**config.mk**
```make
export PLATFORM = sky130hd
export DESIGN_NAME = tdm_rx_deser
export DESIGN_NICKNAME = d
export VERILOG_FILES = /design/src/rtl/tdm_pkg.sv /design/src/rtl/tdm_sync_fifo.sv /design/src/rtl/tdm_rx_deser.sv
export SDC_FILE = /design/constraint.sdc
export NUM_CORES = 1
export LEC_CHECK = 0
export BUFFER_PORTS_ARGS = -buffer_cell sky130_fd_sc_hd__clkbuf_2
export CAP_MARGIN = 30
export CORE_ASPECT_RATIO = 1.25
export CORE_MARGIN = 2
export CORE_UTILIZATION = 62
export CTS_CLUSTER_DIAMETER = 50
export CTS_CLUSTER_SIZE = 30
export DETAILED_ROUTE_END_ITERATION = 16
export PLACE_DENSITY = 0.83
export REMOVE_ABC_BUFFERS = 1
export SLEW_MARGIN = 10
export SYNTH_ARGS = -nofsm -noshare
export SYNTH_HDL_FRONTEND = slang
export SYNTH_HIERARCHICAL = 1
export SYNTH_SLANG_ARGS = --single-unit
```
**constraint.sdc**
```tcl
create_clock -name clk -period 4.96 [get_ports clk]
set_input_delay 0.248 -clock clk [delete_from_list [all_inputs] [get_ports clk]]
set_output_delay 0.248 -clock clk [all_outputs]
set_load 0.005 [all_outputs]
```
**src/rtl/tdm_pkg.sv**
```systemverilog
// Shared definitions for the tdm receive front end and the tdm core.
// Latency: none, types and constants only.
// Backpressure: none.
package tdm_pkg;

    localparam int unsigned TDM_SLOT_W    = 32;
    localparam int unsigned TDM_NUM_SLOTS = 8;
    localparam int unsigned TDM_SLOT_IW   = $clog2(TDM_NUM_SLOTS);

    // Receive framer state: waiting for frame sync, or locked and deserialising.
    typedef enum logic {
        IDLE = 1'b0,
        RUN  = 1'b1
    } rx_state_e;

endpackage

```
**src/rtl/tdm_sync_fifo.sv**
```systemverilog
// Single-clock FIFO, WIDTH x DEPTH (DEPTH power of 2), registered empty flag.
// Latency: a push into an empty FIFO is at the head after that same clk edge.
// Backpressure: push is dropped when full unless a pop happens on the same edge.
module tdm_sync_fifo #(
    parameter int unsigned WIDTH = 8,
    parameter int unsigned DEPTH = 4
) (
    input  logic             clk_i,
    input  logic             rstn_i,
    input  logic             push_i,
    input  logic [WIDTH-1:0] push_dat_i,
    input  logic             pop_i,
    output logic [WIDTH-1:0] pop_dat_o,
    output logic             full_o,
    output logic             empty_o
);

    localparam int unsigned AW = $clog2(DEPTH);
    localparam int unsigned CW = AW + 1;
    localparam logic [CW-1:0] FULL_CNT = CW'(DEPTH);

    logic [WIDTH-1:0] mem_q [DEPTH];
    logic [AW-1:0]    wr_ptr_q;
    logic [AW-1:0]    rd_ptr_q;
    logic [CW-1:0]    count_q;
    logic [CW-1:0]    count_d;
    logic             empty_q;
    logic             do_push;
    logic             do_pop;

    // A full FIFO still accepts a push when the head leaves on the same edge.
    always_comb begin
        do_pop  = pop_i & ~empty_q;
        do_push = push_i & (~full_o | do_pop);
        count_d = count_q;
        if (do_push && !do_pop) begin
            count_d = count_q + 1'b1;
        end else if (do_pop && !do_push) begin
            count_d = count_q - 1'b1;
        end
    end

    // Storage, pointers (wrap naturally at DEPTH) and occupancy.
    always_ff @(posedge clk_i or negedge rstn_i) begin
        if (!rstn_i) begin
            for (int i = 0; i < int'(DEPTH); i++) begin
                mem_q[i] <= '0;
            end
            wr_ptr_q <= '0;
            rd_ptr_q <= '0;
            count_q  <= '0;
            empty_q  <= 1'b1;
        end else begin
            if (do_push) begin
                mem_q[wr_ptr_q] <= push_dat_i;
                wr_ptr_q        <= wr_ptr_q + 1'b1;
            end
            if (do_pop) begin
                rd_ptr_q <= rd_ptr_q + 1'b1;
            end
            count_q <= count_d;
            empty_q <= (count_d == '0);
        end
    end

    assign full_o    = (count_q == FULL_CNT);
    assign empty_o   = empty_q;
    assign pop_dat_o = mem_q[rd_ptr_q];

endmodule

```
**src/rtl/tdm_rx_deser.sv**
```systemverilog
// TDM serial receiver: oversamples sclk/fsin/tdmin, locks to frame sync, deserialises slots MSB-first.
// Latency: word at the FIFO head 3 clk edges after the LSB sclk rising edge at the pin.
// Backpressure: 4-entry FIFO; a word completing while full (and not popping) is dropped with an overflow pulse.
module tdm_rx_deser
    import tdm_pkg::*;
#(
    parameter int unsigned SLOT_W     = TDM_SLOT_W,
    parameter int unsigned NUM_SLOTS  = TDM_NUM_SLOTS,
    parameter int unsigned FIFO_DEPTH = 4
) (
    input  logic                         clk,
    input  logic                         rstn,
    input  logic                         enable,
    input  logic                         sclk,
    input  logic                         fsin,
    input  logic                         tdmin,
    output logic [SLOT_W-1:0]            out_data,
    output logic [$clog2(NUM_SLOTS)-1:0] out_slot,
    output logic                         out_valid,
    input  logic                         out_ready,
    output logic                         overflow,
    output logic                         frame_err
);

    localparam int unsigned SLOT_IW = $clog2(NUM_SLOTS);
    localparam int unsigned BCW     = $clog2(SLOT_W) + 1;
    localparam logic [BCW-1:0] BIT_LAST = BCW'(SLOT_W - 1);

    typedef struct packed {
        logic [SLOT_IW-1:0] slot;
        logic [SLOT_W-1:0]  word;
    } rx_entry_t;

    logic sclk_s1_q, sclk_s2_q, sclk_s3_q;
    logic fsin_s1_q, fsin_s2_q;
    logic tdmin_s1_q, tdmin_s2_q;
    logic rise;

    rx_state_e          state_q, state_d;
    logic [BCW-1:0]     bit_cnt_q, bit_cnt_d;
    logic [SLOT_IW-1:0] slot_cnt_q, slot_cnt_d;
    logic [SLOT_W-1:0]  shreg_q, shreg_d;
    logic [SLOT_W-1:0]  shift_w;
    logic               fs_point;
    logic               frame_err_q, frame_err_d;
    logic               overflow_q, overflow_d;
    logic               word_vld;
    logic               fifo_full;
    logic               fifo_empty;
    rx_entry_t          push_ent;
    rx_entry_t          head_ent;

    // Double-synchronise the serial pins; sclk gets a third stage for edge detection.
    always_ff @(posedge clk or negedge rstn) begin
        if (!rstn) begin
            sclk_s1_q  <= 1'b0;
            sclk_s2_q  <= 1'b0;
            sclk_s3_q  <= 1'b0;
            fsin_s1_q  <= 1'b0;
            fsin_s2_q  <= 1'b0;
            tdmin_s1_q <= 1'b0;
            tdmin_s2_q <= 1'b0;
        end else begin
            sclk_s1_q  <= sclk;
            sclk_s2_q  <= sclk_s1_q;
            sclk_s3_q  <= sclk_s2_q;
            fsin_s1_q  <= fsin;
            fsin_s2_q  <= fsin_s1_q;
            tdmin_s1_q <= tdmin;
            tdmin_s2_q <= tdmin_s1_q;
        end
    end

    assign rise    = sclk_s2_q & ~sclk_s3_q;
    assign shift_w = {shreg_q[SLOT_W-2:0], tdmin_s2_q};
    // Counters only return to 0/0 after the last slot of a frame completes,
    // so this marks the bit where the next frame sync is due.
    assign fs_point = (bit_cnt_q == '0) && (slot_cnt_q == '0);

    // Framer next state: lock on fsin, count bits/slots, emit words, police frame sync.
    always_comb begin
        state_d     = state_q;
        bit_cnt_d   = bit_cnt_q;
        slot_cnt_d  = slot_cnt_q;
        shreg_d     = shreg_q;
        frame_err_d = 1'b0;
        word_vld    = 1'b0;
        unique case (state_q)
            IDLE: begin
                if (enable && rise && fsin_s2_q) begin
                    state_d    = RUN;
                    shreg_d    = shift_w;
                    bit_cnt_d  = BCW'(1);
                    slot_cnt_d = '0;
                end
            end
            RUN: begin
                if (!enable) begin
                    state_d    = IDLE;
                    bit_cnt_d  = '0;
                    slot_cnt_d = '0;
                end else if (rise) begin
                    if (fs_point && !fsin_s2_q) begin
                        // Missing frame sync: drop lock and wait for the next one.
                        frame_err_d = 1'b1;
                        state_d     = IDLE;
                        bit_cnt_d   = '0;
                        slot_cnt_d  = '0;
                    end else if (fsin_s2_q) begin
                        // Frame sync restarts slot 0; off-schedule it also flags an error.
                        frame_err_d = ~fs_point;
                        shreg_d     = shift_w;
                        bit_cnt_d   = BCW'(1);
                        slot_cnt_d  = '0;
                    end else if (bit_cnt_q == BIT_LAST) begin
                        word_vld   = 1'b1;
                        shreg_d    = shift_w;
                        bit_cnt_d  = '0;
                        slot_cnt_d = slot_cnt_q + 1'b1;
                    end else begin
                        shreg_d   = shift_w;
                        bit_cnt_d = bit_cnt_q + 1'b1;
                    end
                end
            end
            default: begin
                state_d = IDLE;
            end
        endcase
    end

    // A word is lost only when the FIFO is full and its head is not leaving now.
    assign overflow_d = word_vld & fifo_full & ~(out_ready & out_valid);

    // Framer state, counters, shift register and the pulse flags.
    always_ff @(posedge clk or negedge rstn) begin
        if (!rstn) begin
            state_q     <= IDLE;
            bit_cnt_q   <= '0;
            slot_cnt_q  <= '0;
            shreg_q     <= '0;
            frame_err_q <= 1'b0;
            overflow_q  <= 1'b0;
        end else begin
            state_q     <= state_d;
            bit_cnt_q   <= bit_cnt_d;
            slot_cnt_q  <= slot_cnt_d;
            shreg_q     <= shreg_d;
            frame_err_q <= frame_err_d;
            overflow_q  <= overflow_d;
        end
    end

    assign push_ent.slot = slot_cnt_q;
    assign push_ent.word = shift_w;

    tdm_sync_fifo #(
        .WIDTH ($bits(rx_entry_t)),
        .DEPTH (FIFO_DEPTH)
    ) u_fifo (
        .clk_i      (clk),
        .rstn_i     (rstn),
        .push_i     (word_vld),
        .push_dat_i (push_ent),
        .pop_i      (out_ready),
        .pop_dat_o  (head_ent),
        .full_o     (fifo_full),
        .empty_o    (fifo_empty)
    );

    assign out_valid = ~fifo_empty;
    assign out_data  = head_ent.word;
    assign out_slot  = head_ent.slot;
    assign overflow  = overflow_q;
    assign frame_err = frame_err_q;

endmodule

```
# ---- Word-level counts from Yosys, hierarchy flattened
# Cells that the tools add are included.
dict set report totals {
  reg_bits 198
  latch_bits 0
  mem_bits_rw 0
  rom_bits 0
  inputBits 7
  out_inout_bits 38
  n_memories 0
}
dict set report classes {
  addsub 6
  n_mul 0
  div 0
  order_cmp 3
  eq_ne 8
  shifts 0
  n_mux 43
  bitwise 14
  reduce_logical 16
}
# op n
set ops {}
lappend ops {{bitwise mux 140 bit} 1}
lappend ops {{2-to-1 mux 31 bit} 4}
lappend ops {{2-to-1 mux 35 bit} 3}
lappend ops {{binary-select mux 35 bit (select 2 bit)} 1}
lappend ops {{demux 35 bit (select 2 bit)} 1}
lappend ops {{case mux 31 bit (2 select lines)} 1}
lappend ops {{2-to-1 mux 6 bit} 6}
lappend ops {{2-to-1 mux 3 bit} 8}
lappend ops {{2-to-1 mux 1 bit} 15}
lappend ops {{case mux 6 bit (2 select lines)} 1}
lappend ops {{inequality test 2 bit (second input constant)} 4}
lappend ops {{logical AND 1 bit} 7}
lappend ops {{adder 3 x 1 -> 3 bit (second input constant)} 2}
lappend ops {{adder 6 x 1 -> 6 bit (second input constant)} 1}
lappend ops {{== test 6 x 5 -> 1 bit (second input constant)} 1}
lappend ops {{>= comparator 3 bit (second input constant)} 2}
lappend ops {{logical NOT 3 bit} 2}
lappend ops {{logical NOT 6 bit} 1}
lappend ops {{inverter 1 bit} 6}
lappend ops {{inverter 2 -> 3 bit} 2}
lappend ops {{case mux 3 bit (2 select lines)} 1}
lappend ops {{AND 1 bit} 5}
lappend ops {{inequality test 5 x 3 -> 1 bit (second input constant)} 1}
lappend ops {{adder 2 x 1 -> 2 bit (second input constant)} 2}
lappend ops {{other kinds (10)} 12}

# ---- Logic depth before layout (Yosys ltp)
# Gate-level depths: netlist of the first run.
dict set report logic_depth {
  depth_word 13
  depth_mapped 13
  mapped_depth_nobuf 11
}

# ---- Modules after synthesis
# The synthesis of the first run kept the hierarchy.
# mod instances cells_each area_each_um2
set by_module_without_submodules {}
lappend by_module_without_submodules {tdm_sync_fifo 1 388 6487.5}
lappend by_module_without_submodules {tdm_rx_deser 1 156 2069.5}

# ---- Worst setup path after synthesis of the first run
# Ideal clock, no wire load.
dict set report synth_timing {
  kind {register -> register}
  startpoint {register slot_cnt_q[0]}
  endpoint {register u_fifo/mem_q[100] (netlist name)}
  setup_ns 0.125
  arrival_ns 2.943
  required_time_ns 4.835
  path_slack_ns 1.892
  stages_incl_launch_ff 14
  n_path_buf 2
  synth_period_minus_slack_ns 3.068
  cell_sequence {dfrtp_1 > inv_1 > ha_1 > nor4b_1 > and3_1 > ha_1 > nand4bb_1 > buf_2 > nor4_2 > inv_1 > a21oi_4 > nand2_2 > buf_2 > mux2_2}
}
dict set report synth_via {
  elab_chain_cells 8
}
# element line
set synth_lines {}
lappend synth_lines {{start: declaration} tdm_rx_deser.sv:41} ;# logic [SLOT_IW-1:0] slot_cnt_q, slot_cnt_d;
lappend synth_lines {{start signal: assignment} tdm_rx_deser.sv:147} ;# slot_cnt_q <= slot_cnt_d;
lappend synth_lines {{logical NOT 3 bit} tdm_rx_deser.sv:78} ;# assign fs_point = (bit_cnt_q == '0) && (slot_cnt_q == '0);
lappend synth_lines {{logical AND 1 bit} tdm_rx_deser.sv:78}
lappend synth_lines {{logical AND 1 bit} tdm_rx_deser.sv:103} ;# if (fs_point && !fsin_s2_q) begin
lappend synth_lines {{2-to-1 mux 1 bit} tdm_rx_deser.sv:103}
lappend synth_lines {{2-to-1 mux 1 bit} tdm_rx_deser.sv:102} ;# end else if (rise) begin
lappend synth_lines {{2-to-1 mux 1 bit} tdm_rx_deser.sv:98} ;# if (!enable) begin
lappend synth_lines {{2-to-1 mux 1 bit} tdm_rx_deser.sv:88} ;# unique case (state_q)
lappend synth_lines {{named net word_vld} tdm_rx_deser.sv:47} ;# logic word_vld;
lappend synth_lines {{AND 1 bit} tdm_sync_fifo.sv:34} ;# do_push = push_i & (~full_o | do_pop);
lappend synth_lines {{end signal: indexed assignment} tdm_sync_fifo.sv:55} ;# mem_q[wr_ptr_q] <= push_dat_i;
lappend synth_lines {{end: declaration} tdm_sync_fifo.sv:22} ;# logic [WIDTH-1:0] mem_q [DEPTH];
# The timed path passes the listed nets, and every way through them passes these cells.
# A chain may end at the register's enable or synchronous reset.

# ---- Worst setup path after layout of the first run
dict set report layout_timing {
  startpoint {register slot_cnt_q[0]}
  endpoint {register u_fifo/mem_q[86] (netlist name)}
}
# Same word-level chain as after synthesis.

==> metrics.md, run 1 <==
| Metric | Value |
|---|---|
| Status | `finished clean` |
| Global-route usage over all layers | `23.1%` |
| Path depth of the worst reg2reg path | `13` |
| Worst EP required | `5.27 ns` |
| Crit Path Class | `register to register` |
| Crit-path max FO | `22` |
| Initial antenna violation count | `0` |
| Biggest area consumer among synthesized cells | `dfrtp_1` |
| Most frequent cells in the layout | `196 x dfrtp_1, 172 x mux2_2, 43 x clkbuf_2, 35 x mux4_2, 17 x clkbuf_16` |
| WL final | `around 16000 um` |
| Die X | `109 um` |
| Final count of hold timing violations | `0` |
| Sequential area share after synthesis | `around 58%` |
| Avg Inst Size Synth | `between 15 and 20 um^2` |
| Design area | `between 0.009 and 0.01 mm^2` |
| YS warnings | `6` |
| Vias in the first global route | `around 5000` |
| Clk sinks | `about 200` |
| Post-route minimum period | `3.51 ns` |
| Commonest non-fill, non-tap cell in the layout | `dfrtp_1` |
| Yosys top cell area share | `between 50% and 60%` |
| Worst skew pair latency | `approximately 0.43 ns` |
| Avg Vias per Cell | `6.02` |
| CP peak stage delay | `between 0.4 and 0.5 ns` |
| Crit start category | `register` |
| I/O Buffers | `44` |
| Synth async-reset ratio | `between 90% and 100%` |
| CTS tree | `built` |
| First-pass iteration count of the detailed router | `4` |
| Largest net degree at the start of global routing | `88` |
| Number of flops mapped to enable cells by yosys | `0` |
| Cell Chain, Critical Path | `inv_1, ha_1, nor4b_1, and3_1, ha_1, nand4bb_1, nor4_2, buf_4, inv_1, a21oi_4, nand2_2, buf_12, mux2_2` |
| Post-Syn Instances | `roughly 540` |
| Fmax achieved | `roughly 280 MHz` |
| Pwr Density | `roughly 380 mW/mm^2` |
| First-pass GRT wire length | `approximately 26000 um` |
| Die height | `between 100 and 150 um` |
| Final Non-Filler Cells | `just under 800` |
| # Max-Cap Violations | `0` |
| RSZ-0062 raised after global routing | `no` |
| Synth area leaders | `dfrtp_1 58%, mux2_2 23%, mux4_2 9.2%` |
| Post-Synth XOR/XNOR Area | `0.307%` |
| Placed cell count | `744` |
| Syn Std Cell Area | `0.00856 mm^2` |
| Inserted Clock Buffers | `17` |
| Max-slew violation count | `0` |
| CTS max path bufs | `2` |
| Post-DRT Antenna Nets | `0` |
| Initial DRC Count | `between 200 and 300` |
| Post-detail-place hpwl | `~9600 um` |
| Total power | `about 3700 uW` |
| Worst path arrival time | `3.82 ns` |
| Ys flop type | `dfrtp_1` |
| Post-Synth Adder-Cell Area | `under 10%` |
| P&R area growth vs syn | `13.2%` |
| Final setup fails | `0` |
| Final period util | `between 70% and 80%` |
| FP Rows | `48` |
| Worst IR Drop VDD | `between 0.2 and 0.25 mV` |
| Max H-tree Level | `4` |
| Clock transition at path regs | `~0.06 ns` |
| Core area | `around 0.014 mm^2` |
| Ratio of cells with drive above 1 in the final layout | `between 50% and 60%` |
| Slew margin rel. | `between 30 and 40%` |
| Top Ports | `45` |
| Crit-path slowest cell | `dfrtp_1` |
| CTS root buffer | `clkbuf_16` |
| Post-CTS Resized | `0` |
| Final Net Count | `612` |
| R2R setup slack | `between 1 and 1.5 ns` |
| Hold buffer count at CTS | `4` |
| Static leakage | `~0.0049 uW` |
| Main combinational cell family by area after synthesis | `multiplexers` |
| Residual DRC count | `0` |
| Setup TNS | `0 ns` |
| Placed instance area | `0.00899 mm^2` |
| ANT cells | `0` |
| #FFs+latches synth | `approximately 200` |
| GR Overflow Total | `0` |
| Crit end category | `register` |
| Yosys cell types | `46` |
| Synth Area in Compound Gates | `about 2.7%` |
| GPL Wtd Cong | `0.870` |
| Actual slew at the worst max-slew pin | `approximately 0.95 ns` |
| Die Area | `between 0.01 and 0.015 mm^2` |
| Post-CTS setup buffer count | `0` |
| Hold Path Cell Cnt | `3` |
| WL/cell | `19.9 um` |
| Vias | `roughly 4700` |
| Multiplexer area fraction after synthesis | `between 30% and 40%` |
| Clock skew | `0.00769 ns` |
| Hold Crit Class | `input pin to register` |
| Starting Density | `a little over three fifths` |
| Simple-Gate Fraction of Synth Area | `under 10%` |
[power breakdown]
part           leakage, uW  switching, uW  internal [uW]
sequential         0.00271            135           1660
combinational      0.00184            195            192
clock             0.000312            580            889
total              0.00486            910           2740
[cell usage after synthesis, types with 2 or more instances]
cell type and n:
or3_1 2, nor3_1 3, nor4_1 2, and2_1 2
nand4_1 2, nor2_1 5, nand2_1 13, a21oi_1 8
a22o_1 2, ha_1 12, and3_1 4, nand2_2 4
o21ai_0 10, xnor2_1 3, dfrtp_1 197, nor2b_1 2
nand2b_1 3, buf_2 20, nand3_1 2, mux2_2 172
clkbuf_1 6, mux4_2 35, inv_1 12
[registers in the layout, indices dropped and copies added, names as in the netlist]
signal and flops:
shreg_q 31, tdmin_s1_q 1, sclk_s1_q 1, sclk_s2_q 1
overflow 1, fsin_s2_q 1, frame_err 1, u_fifo/count_q 3
tdmin_s2_q 1, u_fifo/wr_ptr_q 2, state_q 1, u_fifo/mem_q 140
bit_cnt_q 6, fsin_s1_q 1, sclk_s3_q 1, u_fifo/empty_o 1
u_fifo/rd_ptr_q 2, slot_cnt_q 3
[layer usage]
layer  vias up  wire length, um  global-route usage (%)
li1       2104                -                       -
met2        94             8060                    37.5
met1      2485             6800                    31.5
met4         0              182                    7.41
met3        18              496                    5.10
met5         -                0                       0
[area by class of cell]
type                       instances  area [um^2]
sequential                       198         4960
fill                             824         3940
multi-input combinational        306         3440
clock buffer                      17          425
timing repair buffer              58          394
tap                              175          219
clock inverter                    15          209
inverter                          12         45.0
[cells by family after synthesis]
group	Yosys count
AO/OA/AOI/OAI	33
XOR/XNOR	3
adder cells (fa/ha/maj)	12
buffers and inverters	40
flip-flops	198
multiplexers	207
AND/OR/NAND/NOR	51
[stage by stage]
| stage | hold WS [ns] | setup WS (ns) | util (%) |
|---|---|---|---|
| detailed placement | 0.342 | 1.23 | 66.0 |
| CTS | 0.158 | 1.20 | 70.9 |
| global route | 0.191 | 1.21 | 71.1 |
| finish | 0.177 | 1.45 | 71.1 |
| floorplan | -0.0476 | 1.66 | - |
| global placement | 0.325 | 1.33 | 65.5 |
[final timing paths]
kind,from,endpoint
max in group asynchronous,rstn,tdmin_s2_q
hold reg to reg,tdmin_s1_q,tdmin_s2_q
setup / recovery,slot_cnt_q[0],u_fifo/mem_q[86]
hold / removal,enable,frame_err
min in group asynchronous,rstn,u_fifo/mem_q[126]
setup reg to reg,slot_cnt_q[0],u_fifo/mem_q[86]
[critical path, delay by kind of cell (launching register included)]
family | cells | cell delay, ns
AO/OA/AOI/OAI | 1 | 0.27
multiplexers | 1 | 0.29
buffers and inverters | 4 | 0.67
adder cells (fa/ha/maj) | 2 | 0.42
flip-flops | 1 | 0.44
AND/OR/NAND/NOR | 5 | 1.30
Power figures use the tool's default switching activity.
==> run 2, diff against run 1 <==
ABC_AREA = 1   (was default)
CORE_UTILIZATION = 61   (was 62)
PLACE_DENSITY = 0.81   (was 0.83)
clock period = 3.35 ns   (was 4.96 ns; I/O delays follow)
==> run 2 against run 1 <==
Clock skew shrank 0.0010 ns. Power grew 87%. Sequential power grew 48%. Flip-flop and latch count is the same. Non-clock buffer count grew 4. Via count grew 44%. Utilization shrank 2.4 points. Synthesized area grew 6.4%. Register-to-register slack lost 1.1 ns. Combinational power grew to 5.3 times the previous value. Hold slack lost 0.12 ns. Synthesized cell count grew 81%. Largest power group unchanged.
==> metrics.md, run 2 <==
| Metric | Value |
|---|---|
| Status | `finished clean` |
| Initial DRC Count | `a little under 500` |
| R2R Path End | `u_fifo/mem_q[110]` |
| Sequential cell area | `0.00496 mm^2` |
| Post-detail-place hpwl | `just over 10000 um` |
| Ys flop type | `dfrtp_1` |
| Crit-path max FO | `70` |
| GPL Wtd Cong | `0.869` |
| Final setup fails | `0` |
| Pwr Density | `687 mW/mm^2` |
| Residual DRC count | `0` |
| Max FFs per register | `140` |
| Sequential area share after synthesis | `a little over half` |
| Max-slew violation count | `0` |
| Area of the multi-input gates | `about 0.0033 mm^2` |
| Global-route usage over all layers | `24.4%` |
| Post-route minimum period | `2.97 ns` |
| Inserted Clock Buffers | `17` |
| Core area | `~0.014 mm^2` |
| Syn Std Cell Area | `0.00910 mm^2` |
| Commonest non-fill, non-tap cell in the layout | `nand2_1` |
| Top Ports | `45` |
| Fillers | `between 1000 and 1500` |
| Yosys top cell area share | `between 50 and 60%` |
| Clk sinks | `just under 200` |
| Worst path arrival time | `~3.3 ns` |
| Max H-tree Level | `4` |
| Initial antenna violation count | `0` |
| Worst EP required | `3.66 ns` |
| Setup TNS | `0 ns` |
| Yosys cell types | `31` |
| Slew margin rel. | `between 40% and 50%` |
| CTS max path bufs | `2` |
| Largest net degree at the start of global routing | `87` |
| Static leakage | `0.00485 uW` |
| I/O Buffers | `44` |
| Die height | `between 100 and 150 um` |
| FP Rows | `about 50` |
| Final period util | `88.6%` |
| Post-Syn Instances | `approximately 1000` |
| GR Overflow Total | `0` |
| Largest Register | `u_fifo/mem_q` |
| Worst IR Drop VDD | `around 0.49 mV` |
| Worst skew pair latency | `roughly 0.43 ns` |
| # Max-Cap Violations | `0` |
| Starting Density | `a little over three fifths` |
| Reg2reg start | `slot_cnt_q[0]` |
| Total power | `around 7000 uW` |
| WL final | `18300 um` |
| Most common cell in the netlist | `nand2_1` |
| P&R area growth vs syn | `9.18%` |
| Vias in the first global route | `~6700` |
| Avg Vias per Cell | `~5.6` |
| Largest registers | `u_fifo/mem_q: 140 flops, shreg_q: 31 flops, bit_cnt_q: 6 flops` |
| Path depth of the worst reg2reg path | `14` |
| #FFs+latches synth | `198` |
| Crit end category | `register` |
| Actual slew at the worst max-slew pin | `0.859 ns` |
| Final count of hold timing violations | `0` |
| Crit path to | `u_fifo/mem_q[110]` |
| YS warnings | `6` |
| R2R setup slack | `~0.38 ns` |
| Number of flops mapped to enable cells by yosys | `0` |
| First-pass iteration count of the detailed router | `5` |
| Post-CTS Resized | `0` |
| ANT cells | `0` |
| Clock skew | `roughly 0.0066 ns` |
| CTS tree | `built` |
| CTS root buffer | `clkbuf_16` |
| Synth area leaders | `dfrtp_1 54%, nand2_1 8.7%, o21ai_2 7.6%` |
| Crit start category | `register` |
| Hold Crit Class | `input pin to register` |
| Ratio of cells with drive above 1 in the final layout | `about 18%` |
| Biggest area consumer among synthesized cells | `dfrtp_1` |
| Vias | `6761` |
| Avg Inst Size Synth | `between 9 and 10 um^2` |
| RSZ-0062 raised after global routing | `no` |
| Final Net Count | `between 1000 and 1500` |
| First-pass GRT wire length | `between 30000 and 40000 um` |
| Crit Path Class | `register to register` |
| Die X | `roughly 110 um` |
| Synth async-reset ratio | `100%` |
| Most frequent cells in the layout | `212 x nand2_1, 196 x dfrtp_1, 98 x inv_1, 92 x o21ai_1, 85 x nor2_1` |
| Fmax achieved | `around 340 MHz` |
| Clock transition at path regs | `roughly 0.070 ns` |
| Commonest cells post-synth | `212 x nand2_1, 197 x dfrtp_1, 98 x inv_1, 92 x o21ai_1, 85 x nor2_1` |
| WL/cell | `about 15 um` |
| Worst setup startpoint | `slot_cnt_q[0]` |
| Die Area | `between 0.015 and 0.02 mm^2` |
| Post-DRT Antenna Nets | `0` |
-- run 2: cells by family after synthesis --
group                    synth area share (%)
adder cells (fa/ha/maj)                  1.65
flip-flops                               54.4
AO/OA/AOI/OAI                            20.0
XOR/XNOR                                0.481
buffers and inverters                    9.22
AND/OR/NAND/NOR                          14.3
-- run 2: per-stage QoR --
| stage | hold slack [ns] | instances | cell area, um^2 | worst slack [ns] | util (%) |
|---|---|---|---|---|---|
| 5_1_grt | 0.0562 | 1201 | 9940 | 0.198 | 68.7 |
| 3_3_place_gp | 0.264 | 1165 | 9280 | 0.550 | 64.1 |
| 2_1_floorplan | -0.128 | 929 | 8640 | 0.0601 | - |
| 4_1_cts | 0.0416 | 1201 | 9940 | 0.418 | 68.7 |
| 3_5_place_dp | 0.270 | 1165 | 9280 | 0.449 | 64.1 |
| 6_report | 0.0587 | 1201 | 9940 | 0.380 | 68.7 |
-- run 2: worst min-delay path by stage --
stage / startpoint / endpoint / cells after the start
global route: out_ready / overflow / 4
floorplan: rstn / bit_cnt_q[0] / 0
finish: out_ready / overflow / 4
CTS: out_ready / overflow / 4
detailed placement: rstn / sclk_s2_q / 1
global placement: rstn / sclk_s1_q / 1
-- run 2: routing by layer --
| layer | vias to the layer above | global-route usage, % | share of wire, % |
|---|---|---|---|
| met2 | 189 | 40.6 | 50 |
| met5 | - | 0 | 0 |
| met4 | 0 | 10.8 | 2.6 |
| li1 | 3275 | - | - |
| met3 | 41 | 4.99 | 5.2 |
| met1 | 3256 | 31.2 | 42 |
-- run 2: critical path, cell delays in order, from the launching register on --
cell     delay (ns)
dfrtp_1        0.39
inv_1          0.08
ha_1           0.21
nand4_1        0.09
nor4_1         0.05
ha_1           0.22
nor3_2         0.29
inv_1          0.12
nor3_1         0.35
inv_1          0.16
a21oi_4        0.36
nand2_4        0.08
buf_12         0.24
nand2_1        0.13
o21ai_1        0.08
-- run 2: report_power, final --
part	internal [uW]	leakage (uW)	total, uW	switching, uW
clock network	1270	0.000299	2120	860
registers	2550	0.00266	2670	125
logic	723	0.00190	2040	1310
total	4530	0.00485	6830	2300
-- run 2: timing repair --
| item | in CTS | in global routing |
|---|---|---|
| buffers inserted | 0 | 0 |
| hold buffers | 4 | 0 |
| endpoints found under the hold margin | 86 | 0 |
-- run 2: final cells by class --
cell class / count / area share, %
clock buffers: 19 / 4.46
multi-input cells: 630 / 33.3
inverters: 101 / 3.81
well taps: 178 / 2.24
flip-flops and latches: 198 / 49.9
clock inverters: 13 / 1.81
repair buffers: 62 / 4.52
==> run 3, diff against run 2 <==
GPL_ROUTABILITY_DRIVEN = 0   (was default)
SYNTH_HIERARCHICAL = default   (was 1)
==> run 3 against run 2 <==
Combinational power fell by 7%. Utilization is 0.46 points lower. Cell area fell by 1.9%. Final cell count fell by 3.8%. Synthesized cell count decreased by 4.8%. Register-to-register slack better by 0.17 ns. Critical path type unchanged. Critical endpoint is now u_fifo.mem_q[82].
==> metrics.md, run 3 <==
| Metric | Value |
|---|---|
| Avg Inst Size Synth | `about 9.4 um^2` |
| Inserted Clock Buffers | `17` |
| I/O Buffers | `44` |
| CTS max path bufs | `2` |
| Most common cell in the netlist | `nand2_1` |
| Biggest area consumer among synthesized cells | `dfrtp_1` |
| Vias in the first global route | `roughly 6500` |
| Reg power frac | `just over 40%` |
| Hold Crit Class | `input pin to register` |
| Global-route usage over all layers | `24.8%` |
| Worst EP required | `between 3 and 4 ns` |
| Clock transition at path regs | `approximately 0.07 ns` |
| Crit-path max FO | `18` |
| Ratio of cells with drive above 1 in the final layout | `between 10% and 20%` |
| Status | `finished clean` |
| WL final | `between 15000 and 20000 um` |
| Synth async-reset ratio | `100%` |
| Number of flops mapped to enable cells by yosys | `0` |
| Starting Density | `about three fifths` |
| Avg Vias per Cell | `approximately 5.8` |
| Die X | `112 um` |
| Total power | `about 6500 uW` |
| Reg2reg start | `slot_cnt_q[0]` |
| Ys flop type | `dfrtp_1` |
| CTS tree | `built` |
| Syn Std Cell Area | `between 0.008 and 0.009 mm^2` |
| Core area | `between 0.01 and 0.015 mm^2` |
| Max-slew violation count | `0` |
| Actual slew at the worst max-slew pin | `0.791 ns` |
| Commonest non-fill, non-tap cell in the layout | `nand2_1` |
| Comb power frac | `approximately 29%` |
| Area of the multi-input gates | `approximately 0.0033 mm^2` |
| Min-delay src | `enable` |
| Synth area leaders | `dfrtp_1 56%, o21a_1 12%, nand2_1 8.4%` |
| Post-DRT Antenna Nets | `0` |
| #FFs+latches synth | `between 150 and 200` |
| Setup TNS | `0 ns` |
| Residual DRC count | `0` |
| R2R Path End | `u_fifo.mem_q[82]` |
| Post-route minimum period | `approximately 2.8 ns` |
| Post-Syn Instances | `about 940` |
| Crit Path Class | `register to register` |
| Worst IR Drop VDD | `0.494 mV` |
| Largest Register | `u_fifo.mem_q` |
| Post-detail-place hpwl | `approximately 11000 um` |
| Path depth of the worst reg2reg path | `15` |
| RSZ-0062 raised after global routing | `no` |
| Crit-path slowest cell | `nor2_8` |
| Final period util | `a little over four fifths` |
| First-pass iteration count of the detailed router | `5` |
| Cell Chain, Critical Path | `inv_1, ha_1, nand4_1, nor4_1, ha_1, nor2_1, nand2_2, nor2_2, nand2_2, inv_2, nand2_2, nor2_8, buf_4, nand2_1, o21a_1` |
| # Max-Cap Violations | `0` |
| Most frequent cells in the layout | `198 x nand2_1, 196 x dfrtp_1, 136 x o21a_1, 112 x o21ai_0, 86 x nor2_1` |
| GR Overflow Total | `0` |
| ANT cells | `0` |
| P&R area growth vs syn | `10.3%` |
| Die Area | `approximately 0.015 mm^2` |
| Commonest cells post-synth | `198 x nand2_1, 197 x dfrtp_1, 136 x o21a_1, 112 x o21ai_0, 86 x nor2_1` |
| Slew margin rel. | `a little under half` |
| YS warnings | `0` |
| Crit start category | `register` |
| Yosys cell types | `30` |
| Vias | `between 6000 and 7000` |
| Static leakage | `between 0.004 and 0.005 uW` |
| Die height | `139 um` |
| Clk sinks | `between 150 and 200` |
| Hold Path Cell Cnt | `3` |
| Sequential cell area | `about 0.005 mm^2` |
| Yosys top cell area share | `between 50% and 60%` |
| Worst path arrival time | `between 3 and 4 ns` |
| Final Net Count | `~1000` |
| Max FFs per register | `140` |
| WL/cell | `15.9 um` |
| Pwr Density | `approximately 670 mW/mm^2` |
| Clock share of power | `a little under a third` |
| Initial antenna violation count | `0` |
| FP Rows | `49` |
| Sequential area share after synthesis | `56.0%` |
| CTS root buffer | `clkbuf_16` |
| WHS Endpoint | `bit_cnt_q[0]` |
| Most used cell, CP | `nand2_2` |
| Fmax achieved | `about 360 MHz` |
| R2R setup slack | `about 0.55 ns` |
| P_int | `roughly 4300 uW` |
| Net switching power | `2190 uW` |
| Net Sw Frac | `roughly a third` |
| Crit end category | `register` |
| First-pass GRT wire length | `just over 30000 um` |
| Post-CTS Resized | `0` |
| Final setup fails | `0` |
| Final count of hold timing violations | `0` |
| Max H-tree Level | `4` |
| Top Ports | `45` |
| Largest registers | `u_fifo.mem_q: 140 flops, shreg_q: 31 flops, bit_cnt_q: 6 flops` |
| Largest net degree at the start of global routing | `a little under 100` |
| Clock skew | `around 0.0075 ns` |
| CP peak stage delay | `roughly 0.35 ns` |
| Initial DRC Count | `approximately 440` |
| Worst skew pair latency | `~0.43 ns` |
| Fillers | `roughly 1100` |
==> run 3: worst max path at each step <==
| stage | from | end | depth (start not counted) |
|---|---|---|---|
| 2_1_floorplan | u_fifo.rd_ptr_q[0] | out_data[0] | 3 |
| 3_3_place_gp | slot_cnt_q[0] | u_fifo.mem_q[137] | 15 |
| 3_5_place_dp | slot_cnt_q[0] | u_fifo.mem_q[115] | 15 |
| 4_1_cts | slot_cnt_q[0] | u_fifo.mem_q[82] | 15 |
| 5_1_grt | slot_cnt_q[0] | u_fifo.mem_q[116] | 15 |
| 6_report | slot_cnt_q[0] | u_fifo.mem_q[82] | 15 |
==> run 3: cell type report <==
cell class	instances	share of cell area, %
sequential	198	50.8
tap	178	2.28
clock buffer	25	5.08
inverter	62	2.39
timing repair buffer	64	4.50
clock inverter	7	0.719
multi-input combinational	621	34.2
==> run 3: stage by stage <==
step	hold slack (ns)	utilization, %	instances	cell area (um^2)	setup slack (ns)
finish	0.0793	68.2	1155	9750	0.550
CTS	0.0728	68.2	1155	9750	0.552
floorplan	-0.128	-	881	8510	0.0743
global placement	0.276	64.0	1119	9140	0.650
detailed placement	0.277	64.0	1119	9140	0.566
global route	0.0913	68.2	1155	9750	0.226
==> run 3: per-layer routing <==
layer	vias to the layer above	GRT usage, %	routed length, um
met3	27	5.07	539
met4	0	8.12	284
met1	3357	32.6	7990
li1	3161	-	-
met2	107	41.7	9550
met5	-	0	0
==> run 3: logic make-up after synthesis <==
logic type,count (synthesis),synth area share [%]
AO/OA/AOI/OAI,288,20.7
adder cells (fa/ha/maj),12,1.70
AND/OR/NAND/NOR,316,14.6
XOR/XNOR,5,0.495
flip-flops,198,56.0
buffers and inverters,119,6.37
==> run 3: power by group through the flow <==
| stage | registers, uW | clock network [uW] | logic, uW |
|---|---|---|---|
| 3_3_place_gp | 2670 | 0 | 1870 |
| 2_1_floorplan | 2760 | 0 | 1020 |
| 4_1_cts | 2640 | 1980 | 1920 |
| 5_1_grt | 2650 | 2070 | 2140 |
| 3_5_place_dp | 2680 | 0 | 1890 |
| 6_report | 2640 | 1950 | 1900 |
==> run 3: what timing repair did <==
item,4_1_cts,5_1_grt
setup buffers,0,0
hold buffers,4,0
hold endpoints to repair,97,0
==> run 3: critical path, delay by kind of cell (launching register included) <==
| kind | cells | cell delay (ns) |
|---|---|---|
| and+or+nand+nor | 9 | 1.24 |
| buffers and inverters | 3 | 0.50 |
| adders and majority gates | 2 | 0.46 |
| DFF | 1 | 0.34 |
| AOI/OAI and AO/OA | 1 | 0.12 |
